`src/rtl/lsu_ctrl_if.sv`:
```
`default_nettype none
// ============================================================================
// Module      : lsu_ctrl_if
// Description : Request, response and data-memory bus of the load/store unit.
// Revision    : 1.0 - initial release
// ============================================================================
interface lsu_ctrl_if;
    logic        req_valid;
    logic        req_we;
    logic [2:0]  funct3;
    logic [31:0] addr;
    logic [31:0] wdata;
    logic        stall;
    logic        done;
    logic        err;
    logic [31:0] load_data;
    logic [31:0] mem_addr;
    logic [31:0] mem_wdata;
    logic [3:0]  mem_mask;
    logic        mem_cs;
    logic        mem_wr_en;
    logic        mem_rd_en;
    logic [31:0] mem_rdata;

    modport slave (
        input  req_valid, req_we, funct3, addr, wdata, mem_rdata,
        output stall, done, err, load_data,
               mem_addr, mem_wdata, mem_mask, mem_cs, mem_wr_en, mem_rd_en
    );

    modport master (
        output req_valid, req_we, funct3, addr, wdata, mem_rdata,
        input  stall, done, err, load_data,
               mem_addr, mem_wdata, mem_mask, mem_cs, mem_wr_en, mem_rd_en
    );
endinterface
`default_nettype wire

```
`src/rtl/lsu_ctrl.sv`:
```
`default_nettype none
// ============================================================================
// Module      : lsu_ctrl
// Description : Load/store unit; splits word-crossing accesses in two.
// Revision    : 1.0 - initial release
// ============================================================================
module lsu_ctrl (
    input  wire logic  clk,
    input  wire logic  rst,
    lsu_ctrl_if.slave  bus
);

    localparam logic [1:0] c_st_idle = 2'd0;
    localparam logic [1:0] c_st_acc1 = 2'd1;
    localparam logic [1:0] c_st_acc2 = 2'd2;
    localparam logic [1:0] c_st_fin  = 2'd3;

    logic [1:0]  r_state;
    logic [1:0]  w_next;
    logic        r_we;
    logic [2:0]  r_funct3;
    logic [31:0] r_addr;
    logic [31:0] r_wdata;
    logic        r_err;
    logic [31:0] r_lo;
    logic [31:0] r_load_data;
    logic [31:0] r_mem_addr;
    logic [31:0] r_mem_wdata;
    logic [3:0]  r_mem_mask;
    logic        r_mem_cs;
    logic        r_mem_wr_en;
    logic        r_mem_rd_en;

    // Memory outputs are registered, so the entering edge must use the raw
    // request in IDLE and the latched copy afterwards.
    logic        w_in_idle;
    logic        w_we;
    logic [2:0]  w_funct3;
    logic [31:0] w_addr;
    logic [31:0] w_wdata;
    logic [1:0]  w_off;
    logic [3:0]  w_lanes;
    logic [7:0]  w_span;
    logic [63:0] w_wide;
    logic        w_cross;
    logic        w_illegal;
    logic [31:0] w_lo;
    logic [63:0] w_pair;
    logic [31:0] w_raw;
    logic [31:0] w_ext;

    assign w_in_idle = (r_state == c_st_idle);
    assign w_we      = w_in_idle ? bus.req_we : r_we;
    assign w_funct3  = w_in_idle ? bus.funct3 : r_funct3;
    assign w_addr    = w_in_idle ? bus.addr   : r_addr;
    assign w_wdata   = w_in_idle ? bus.wdata  : r_wdata;
    assign w_off     = w_addr[1:0];

    always_comb begin
        w_lanes = 4'b1111;
        case (w_funct3[1:0])
            2'b00:   w_lanes = 4'b0001;
            2'b01:   w_lanes = 4'b0011;
            default: w_lanes = 4'b1111;
        endcase
    end

    // Upper nibble / word of the shifted span is exactly the second access.
    assign w_span  = {4'b0000, w_lanes} << w_off;
    assign w_wide  = {32'h0, w_wdata} << {w_off, 3'b000};
    assign w_cross = |w_span[7:4];

    assign w_illegal = (bus.funct3 == 3'b011) || (bus.funct3[2:1] == 2'b11) ||
                       (bus.req_we && bus.funct3[2]);

    always_comb begin
        w_next = r_state;
        case (r_state)
            c_st_idle: if (bus.req_valid) w_next = w_illegal ? c_st_fin : c_st_acc1;
            c_st_acc1: w_next = w_cross ? c_st_acc2 : c_st_fin;
            c_st_acc2: w_next = c_st_fin;
            c_st_fin:  w_next = c_st_idle;
            default:   w_next = c_st_idle;
        endcase
    end

    // Non-crossing loads finish from ACC1, where the live word is also lo.
    assign w_lo   = (r_state == c_st_acc1) ? bus.mem_rdata : r_lo;
    assign w_pair = {bus.mem_rdata, w_lo};
    assign w_raw  = w_pair[{r_addr[1:0], 3'b000} +: 32];

    always_comb begin
        w_ext = w_raw;
        case (r_funct3)
            3'b000:  w_ext = {{24{w_raw[7]}}, w_raw[7:0]};
            3'b001:  w_ext = {{16{w_raw[15]}}, w_raw[15:0]};
            3'b100:  w_ext = {24'h0, w_raw[7:0]};
            3'b101:  w_ext = {16'h0, w_raw[15:0]};
            default: w_ext = w_raw;
        endcase
    end

    always_ff @(posedge clk) begin
        if (rst) begin
            r_state     <= c_st_idle;
            r_we        <= 1'b0;
            r_funct3    <= 3'b000;
            r_addr      <= 32'h0;
            r_wdata     <= 32'h0;
            r_err       <= 1'b0;
            r_lo        <= 32'h0;
            r_load_data <= 32'h0;
            r_mem_addr  <= 32'h0;
            r_mem_wdata <= 32'h0;
            r_mem_mask  <= 4'b0000;
            r_mem_cs    <= 1'b1;
            r_mem_wr_en <= 1'b1;
            r_mem_rd_en <= 1'b0;
        end else begin
            r_state <= w_next;
            if (w_in_idle && bus.req_valid) begin
                r_we     <= bus.req_we;
                r_funct3 <= bus.funct3;
                r_addr   <= bus.addr;
                r_wdata  <= bus.wdata;
                r_err    <= w_illegal;
            end
            if (r_state == c_st_acc1) r_lo <= bus.mem_rdata;
            if ((w_next == c_st_fin) && !r_we &&
                ((r_state == c_st_acc1) || (r_state == c_st_acc2)))
                r_load_data <= w_ext;

            r_mem_addr  <= 32'h0;
            r_mem_wdata <= 32'h0;
            r_mem_mask  <= 4'b0000;
            r_mem_cs    <= 1'b1;
            r_mem_wr_en <= 1'b1;
            r_mem_rd_en <= 1'b0;
            if (w_next == c_st_acc1) begin
                r_mem_addr  <= {w_addr[31:2], 2'b00};
                r_mem_wdata <= w_wide[31:0];
                r_mem_mask  <= w_span[3:0];
                r_mem_cs    <= 1'b0;
                r_mem_wr_en <= ~w_we;
                r_mem_rd_en <= ~w_we;
            end else if (w_next == c_st_acc2) begin
                r_mem_addr  <= {w_addr[31:2] + 30'd1, 2'b00};
                r_mem_wdata <= w_wide[63:32];
                r_mem_mask  <= w_span[7:4];
                r_mem_cs    <= 1'b0;
                r_mem_wr_en <= ~w_we;
                r_mem_rd_en <= ~w_we;
            end
        end
    end

    assign bus.stall     = (r_state != c_st_idle);
    assign bus.done      = (r_state == c_st_fin);
    assign bus.err       = (r_state == c_st_fin) && r_err;
    assign bus.load_data = r_load_data;
    assign bus.mem_addr  = r_mem_addr;
    assign bus.mem_wdata = r_mem_wdata;
    assign bus.mem_mask  = r_mem_mask;
    assign bus.mem_cs    = r_mem_cs;
    assign bus.mem_wr_en = r_mem_wr_en;
    assign bus.mem_rd_en = r_mem_rd_en;

endmodule
`default_nettype wire
```
`src/flat_wrapper.sv`:
```
// flat-port wrapper written by rule: the top's interface ports become plain ports
module lsu_ctrl_flat 
  (clk, rst, bus_req_valid, bus_req_we, bus_funct3, bus_addr, bus_wdata, bus_mem_rdata, bus_stall, bus_done, bus_err, bus_load_data, bus_mem_addr, bus_mem_wdata, bus_mem_mask, bus_mem_cs, bus_mem_wr_en, bus_mem_rd_en);
  lsu_ctrl_if bus_i ();
  input  wire logic clk;
  input  wire logic rst;
  input wire logic [$bits(bus_i.req_valid)-1:0] bus_req_valid;
  input wire logic [$bits(bus_i.req_we)-1:0] bus_req_we;
  input wire logic [$bits(bus_i.funct3)-1:0] bus_funct3;
  input wire logic [$bits(bus_i.addr)-1:0] bus_addr;
  input wire logic [$bits(bus_i.wdata)-1:0] bus_wdata;
  input wire logic [$bits(bus_i.mem_rdata)-1:0] bus_mem_rdata;
  output wire logic [$bits(bus_i.stall)-1:0] bus_stall;
  output wire logic [$bits(bus_i.done)-1:0] bus_done;
  output wire logic [$bits(bus_i.err)-1:0] bus_err;
  output wire logic [$bits(bus_i.load_data)-1:0] bus_load_data;
  output wire logic [$bits(bus_i.mem_addr)-1:0] bus_mem_addr;
  output wire logic [$bits(bus_i.mem_wdata)-1:0] bus_mem_wdata;
  output wire logic [$bits(bus_i.mem_mask)-1:0] bus_mem_mask;
  output wire logic [$bits(bus_i.mem_cs)-1:0] bus_mem_cs;
  output wire logic [$bits(bus_i.mem_wr_en)-1:0] bus_mem_wr_en;
  output wire logic [$bits(bus_i.mem_rd_en)-1:0] bus_mem_rd_en;
  assign bus_i.req_valid = bus_req_valid;
  assign bus_i.req_we = bus_req_we;
  assign bus_i.funct3 = bus_funct3;
  assign bus_i.addr = bus_addr;
  assign bus_i.wdata = bus_wdata;
  assign bus_i.mem_rdata = bus_mem_rdata;
  assign bus_stall = bus_i.stall;
  assign bus_done = bus_i.done;
  assign bus_err = bus_i.err;
  assign bus_load_data = bus_i.load_data;
  assign bus_mem_addr = bus_i.mem_addr;
  assign bus_mem_wdata = bus_i.mem_wdata;
  assign bus_mem_mask = bus_i.mem_mask;
  assign bus_mem_cs = bus_i.mem_cs;
  assign bus_mem_wr_en = bus_i.mem_wr_en;
  assign bus_mem_rd_en = bus_i.mem_rd_en;
  lsu_ctrl u_core (.clk(clk), .rst(rst), .bus(bus_i));
endmodule
```
`config.mk`:
```
export PLATFORM = sky130hd
export DESIGN_NAME = lsu_ctrl_flat
export DESIGN_NICKNAME = d
export VERILOG_FILES = /design/src/rtl/lsu_ctrl_if.sv /design/src/rtl/lsu_ctrl.sv /design/src/flat_wrapper.sv
export SDC_FILE = /design/constraint.sdc
export NUM_CORES = 1
export LEC_CHECK = 0
export ABC_AREA = 1
export BUFFER_PORTS_ARGS = -buffer_cell sky130_fd_sc_hd__buf_2
export CAP_MARGIN = 0
export CORE_ASPECT_RATIO = 1.75
export CORE_UTILIZATION = 59
export CTS_CLUSTER_DIAMETER = 30
export DETAILED_ROUTE_END_ITERATION = 10
export GPL_ROUTABILITY_DRIVEN = 0
export GPL_TIMING_DRIVEN = 1
export PLACE_DENSITY = 0.85
export SLEW_MARGIN = 20
export SYNTH_ARGS = -nofsm -noshare
export SYNTH_HDL_FRONTEND = slang
export SYNTH_SLANG_ARGS = --single-unit
```
`constraint.sdc`:
```
create_clock -name clk -period 7.3 [get_ports clk]
set_input_delay 2.19 -clock clk [delete_from_list [all_inputs] [get_ports clk]]
set_output_delay 2.19 -clock clk [all_outputs]
set_load 0.02 [all_outputs]
```
=== Word level (Yosys, flattened, before mapping) ===
Cells that the tools add are included.

* Shifts and indexed selects: 3
* Add/subtract/negate cells: 1
* Mux-type cells: 23
* Bitwise operators: 1
* Reduce and logical (&&, ||, !) cells: 15
* Equal/unequal tests: 12

{| class="wikitable"
|+ Operator list
! operator !! number
|-
| $mux 32 || 7
|-
| $pmux 32 s4 || 1
|-
| $shiftx 64x6->32 || 1
|-
| $shl 32x5->64 || 1
|-
| $add 30x1->30 const B || 1
|-
| $eq 2x2->1 const B || 5
|-
| $mux 1 || 8
|-
| $mux 4 || 2
|-
| $pmux 2 s4 || 1
|-
| $pmux 4 s2 || 1
|-
| $shl 4x2->8 || 1
|-
| $eq 2x1->1 const B || 3
|-
| $eq 3x3->1 const B || 2
|-
| $mux 2 || 3
|-
| $logic_and 1x1->1 || 5
|-
| $logic_not 2->1 || 2
|-
| $reduce_or 4->1 || 1
|-
| $eq 3x1->1 const B || 1
|-
| $eq 3x2->1 const B || 1
|-
| $logic_not 3->1 || 1
|-
| $logic_or 1x1->1 || 3
|-
| $reduce_bool 2->1 || 1
|-
| $reduce_or 2->1 || 1
|-
| $logic_not 1->1 || 1
|-
| $not 1->1 || 1
|}

* Output and inout port bits: 106
* Logic and storage cells: 70
* Register bits: 206
* Input bits: 103

=== Longest topological paths before layout ===
* Depth in word-level cells: 11
* Depth in mapped cells: 21
* Depth with buffers taken out: 19

=== Worst setup path before layout ===
OpenSTA, ideal clock, no wires.

* Path type: input to register
* Start point: input bus_addr[0]
* End point: register u_core.r_mem_wdata[10], in the netlist u_core.bus.mem_wdata[10]
* Buffers on the path: 1
* Data required time: 7.225 ns
* Arrival: 4.250 ns
* Setup time: 0.075 ns
* Path slack: 2.975 ns
* Cell stages on the path: 14
* Path through: nand2_1 -> o21ai_1 -> inv_1 -> o21ai_0 -> nand2_1 -> nand3_1 -> nand2_1 -> ha_1 -> nor2_2 -> clkinv_1 -> nor2_1 -> nand2_1 -> buf_2 -> o22ai_1

* Cells in the longest elaborated chain, start to end: 8
* Elaborated cells between the ends (all ways): 10
* Those cells by class: eq/ne (2); shift (2); mux (5); reduce/logical (1)

{| class="wikitable"
|+ Ends and longest elaborated chain
! element !! RTL line !! source
|-
| from (decl) || flat_wrapper.sv:10 || <nowiki>input wire logic [$bits(bus_i.addr)-1:0] bus_addr;</nowiki>
|-
| $mux 32 * || lsu_ctrl.sv:55 || <nowiki>assign w_addr = w_in_idle ? bus.addr : r_addr;</nowiki>
|-
| $shl 4x2->8 * || lsu_ctrl.sv:69 || <nowiki>assign w_span = {4'b0000, w_lanes} << w_off;</nowiki>
|-
| $reduce_or 4->1 * || lsu_ctrl.sv:71 || <nowiki>assign w_cross = |w_span[7:4];</nowiki>
|-
| $mux 1 * || lsu_ctrl.sv:80 || <nowiki>c_st_acc1: w_next = w_cross ? c_st_acc2 : c_st_fin;</nowiki>
|-
| $pmux 2 s4 * || lsu_ctrl.sv:78 || <nowiki>case (r_state)</nowiki>
|-
| net u_core.w_next[0] || lsu_ctrl.sv:19 || <nowiki>logic [1:0] w_next;</nowiki>
|-
| $eq 2x2->1 || lsu_ctrl.sv:146 || <nowiki>end else if (w_next == c_st_acc2) begin</nowiki>
|-
| $mux 32 || lsu_ctrl.sv:146 ||
|-
| $mux 32 * || lsu_ctrl.sv:139 || <nowiki>if (w_next == c_st_acc1) begin</nowiki>
|-
| to (signal assigned) || lsu_ctrl.sv:141 || <nowiki>r_mem_wdata <= w_wide[31:0];</nowiki>
|-
| to (signal assigned) || lsu_ctrl.sv:148 || <nowiki>r_mem_wdata <= w_wide[63:32];</nowiki>
|-
| to (decl) || lsu_ctrl.sv:28 || <nowiki>logic [31:0] r_mem_wdata;</nowiki>
|}

Mark *: on every way through the listed nets, which the timed path passes. The rest lies on a longest branch.
A chain may end at the register's enable or synchronous reset.

=== Worst setup path after layout ===
* Start point: input bus_addr[0]
* End point: register u_core.r_load_data[22], in the netlist u_core.bus.load_data[22]

* Cells in the longest elaborated chain, start to end: 8

{| class="wikitable"
|+ Ends and longest elaborated chain
! element !! RTL line !! source
|-
| $mux 32 || lsu_ctrl.sv:55 ||
|-
| $shl 4x2->8 || lsu_ctrl.sv:69 ||
|-
| $reduce_or 4->1 || lsu_ctrl.sv:71 ||
|-
| $mux 1 || lsu_ctrl.sv:80 ||
|-
| $pmux 2 s4 || lsu_ctrl.sv:78 ||
|-
| net u_core.w_next[0] || lsu_ctrl.sv:19 ||
|-
| $eq 2x2->1 || lsu_ctrl.sv:129 || <nowiki>if ((w_next == c_st_fin) && !r_we &&</nowiki>
|-
| $logic_and 1x1->1 (2 in series) || lsu_ctrl.sv:129 ||
|-
| to (signal assigned) || lsu_ctrl.sv:131 || <nowiki>r_load_data <= w_ext;</nowiki>
|-
| to (decl) || lsu_ctrl.sv:26 || <nowiki>logic [31:0] r_load_data;</nowiki>
|}

The timed path passes the listed nets, and every way through them passes these cells.

==> impl_metrics.ini <==
[layout]
layout.nets = 1760
layout_common_cells = 364 x nand2_1, 219 x nor2_1, 206 x buf_2
layout-drive-gt1-share_pct = 19.34
fin_area_sq_um = 11990
area_delta_synth_final_pct = 19.59
layout_commonest_cell = nand2_1

[detailed_routing]
vias = 10654
wirelength_microns = 31560
drt-initial-drc-count = 687
drc = 0
drt-pass1-iter-count = 6
vias_per_cell = 5.622
wl_per_cell_microns = 16.65
route.antenna.remaining_nets = 0

[critical_path]
crit_chain = buf_2 -> nand2_1 -> o21ai_4 -> inv_1 -> o21ai_0 -> nand2_1 -> nand3_1 -> nand2_1 -> ha_1 -> nand3_1 -> inv_1 -> buf_4 -> nand2_1 -> nor2_1 -> nor2_1
r2r_cells = 14
cpPeakStageDelay_ps = 770
crit_top_cell = nand2_1
critPathLaunch = bus_addr[0]
path_class = in2reg
cp-endpoint = u_core.bus.load_data[22]$_SDFFE_PP0P_
startpoint_type = input port
timing.rr.end = u_core.bus.mem_mask[2]$_SDFF_PP0_
cp_data_arrival_time_ps = 5240
ff2ff_setup_slack_ps = 3180
required_ps = 7710
critPathMaxFanout = 31
end_kind = flop
timing.rr.start = u_core.r_state[0]$_SDFF_PP0_
crit_slowest_cell = inv_1

[yosys]
yosys.area.top_type = dfxtp_1
syn_inst = 1490
synthMuxAreaShare_pct = 1.397
synthesis.area_sq_um = 10030
synthTopCellsByArea = dfxtp_1 41%, nand2_1 14%, o21ai_0 9.2%
synth_simple_gate_area_share_pct = 28.66
ys_types = 45
yosysSeqAreaShare_pct = 40.72
yosysTopAreaCellShare_pct = 40.72
yosysWarnings = 0
syn_area_per_cell_sq_um = 6.731
synth_compound_area_share_pct = 19.39
synth_seq_cells = 204
synthAdderAreaFrac_pct = 0.9980
synth_top_family_by_area = simple AND/OR/NAND/NOR gates
synth_xor_xnor_area_share_pct = 0.4366

[sta]
worstMarginPinSlew_ps = 995.6
setup_violations = 0
slew_viol_final = 0
period_share_pct = 66.16
rsz0062_at_grt = no
maxSlewHeadroom_pct = 33.53
timing.setup.tns_ps = 0
fmax_mhz = 207.1
period_minus_slack_ps = 4829
final_hold_viol_count = 0
finClkSkew_ps = 9.933

[outcome]
status = complete, no violations

[power]
power_density_nw_per_um2 = 499.4
switching_share_pct = 46.70
power_frac_comb_pct = 49.1
p_clk_share_pct = 23.0
ir_worst_vdd_mv = 0.3485
p_int_mw = 3.193
switching_power_mw = 2.798
seq_power_share_pct = 27.8
power.leakage_nw = 5.753

[flow_run]
maxCapViolations = 0

[global_routing]
track_usage_pct = 35.68
grt_max_degree = 90
antenna_found_initial = 1
grt_pass1_vias = 9937
grt_first_pass_wirelength_microns = 49230
overflow = 0

[cts]
clk_latency_ps = 530
h-tree-depth = 1
cts_sinks = 204
cts_tree = done
cts_buffers = 29
cts_root_buf = clkbuf_16
post_cts_resized = 0
clk_pin_slew_worst_paths_ps = 60
post_cts_buffers = 0
cts_hold_repair.buffers = 0
max-clock-path-buffers = 3

[floorplanning]
coreArea_sq_um = 16520
boundaryPins = 209
die_x_microns = 100.6
core.rowCount = 62
dieHeight_microns = 174.5
start_util_pct = 60.70
dieArea_sq_um = 17550

[place]
place_area_sq_um = 11020
numPortBuffers = 206
place_hpwl_microns = 21890

[worst_hold_path]
hold_class = reg2reg
## power by group through the flow
stage,Clock [mW],Sequential (mW),Combinational [mW]
global route,1.43,1.70,3.22
finish,1.38,1.67,2.94
global placement,0,1.67,2.81
detailed placement,0,1.68,2.86
CTS,1.39,1.66,2.88
floorplan,0,1.92,1.83
## per-layer routing
| metal | wire length (microns) | vias to the layer above | part of all wire (%) | GRT usage, % |
|---|---|---|---|---|
| li1 | - | 5130 | - | - |
| met1 | 10880 | 4858 | 34 | 37.26 |
| met2 | 16110 | 529 | 51 | 63.90 |
| met3 | 2284 | 137 | 7.2 | 5.308 |
| met4 | 2287 | 0 | 7.2 | 25.12 |
| met5 | 0 | - | 0 | 0 |
## sequential cells by signal, indices dropped and copies added (netlist names)
signal	count
u_core.bus.mem_cs	1
u_core.bus.mem_wdata	32
u_core.bus.mem_addr	30
u_core.bus.mem_mask	4
u_core.bus.mem_wr_en	1
u_core.bus.load_data	32
u_core.r_state	2
u_core.r_addr	32
u_core.r_err	1
u_core.bus.mem_rd_en	1
u_core.r_wdata	32
u_core.r_funct3	3
u_core.r_lo	32
u_core.r_we	1
## worst min path at each step
stage,start,to,cells after the start
floorplan,u_core.r_addr[20]$_SDFFE_PP0P_,u_core.r_addr[20]$_SDFFE_PP0P_,2
global placement,u_core.r_addr[22]$_SDFFE_PP0P_,u_core.r_addr[22]$_SDFFE_PP0P_,2
detailed placement,u_core.r_addr[23]$_SDFFE_PP0P_,u_core.r_addr[23]$_SDFFE_PP0P_,2
CTS,u_core.r_addr[23]$_SDFFE_PP0P_,u_core.r_addr[23]$_SDFFE_PP0P_,2
global route,u_core.r_addr[23]$_SDFFE_PP0P_,u_core.r_addr[23]$_SDFFE_PP0P_,2
finish,u_core.r_addr[19]$_SDFFE_PP0P_,u_core.r_addr[19]$_SDFFE_PP0P_,2
## metrics by stage
step / utilization, % / cells / hold slack [ps] / setup WS [ps] / power (mW)
2_1_floorplan: - / 1491 / 429.2 / 2975 / 3.747
3_3_place_gp: 66.71 / 1842 / 440.8 / 2108 / 4.487
3_5_place_dp: 66.71 / 1842 / 450.6 / 1938 / 4.536
5_1_grt: 72.59 / 1895 / 468.1 / 2190 / 6.356
6_report: 72.59 / 1895 / 457.3 / 2471 / 5.990
4_1_cts: 72.53 / 1894 / 459.8 / 2427 / 5.933
## cell families after synthesis
family                   count (synthesis)
buffers and inverters                  201
adder cells (fa/ha/maj)                  8
other                                    1
AO/OA/AOI/OAI                          360
flip-flops                             204
AND/OR/NAND/NOR                        697
XOR/XNOR                                 5
multiplexers                            14
## synth_stat cells (all sizes together)
master / count
nand2: 373
nor2: 229
o21ai: 209
dfxtp: 204
inv: 107
a21oi: 102
clkbuf: 59
nand3: 47
buf: 33
or2: 19
a31oi: 15
mux2i: 14
o211ai: 12
nand4: 9
nor3: 9
ha: 8
and2: 7
o21a: 7
o22ai: 6
nand3b: 4
a211oi: 3
xor2: 3
clkinv: 2
xnor2: 2
a22oi: 1
a32o: 1
conb: 1
o21bai: 1
o221ai: 1
o31ai: 1
o32ai: 1
## worst max-delay path, delay by kind of cell
kind / cells / cell delay (ps)
fa+ha+maj: 1 / 170
buf+inv: 4 / 1390
compound gates: 2 / 320
simple gates: 8 / 1150
## cell type report
cell class	instances	area (sq um)
fill	1420	4529
inverter	109	411.6
multi-input combinational	1086	5126
antenna	1	2.502
timing repair buffer	219	1129
clock buffer	34	764.5
tap	224	280.3
sequential	204	4084
clock inverter	18	196.4
No activity file was read; power rests on OpenSTA's default activity.
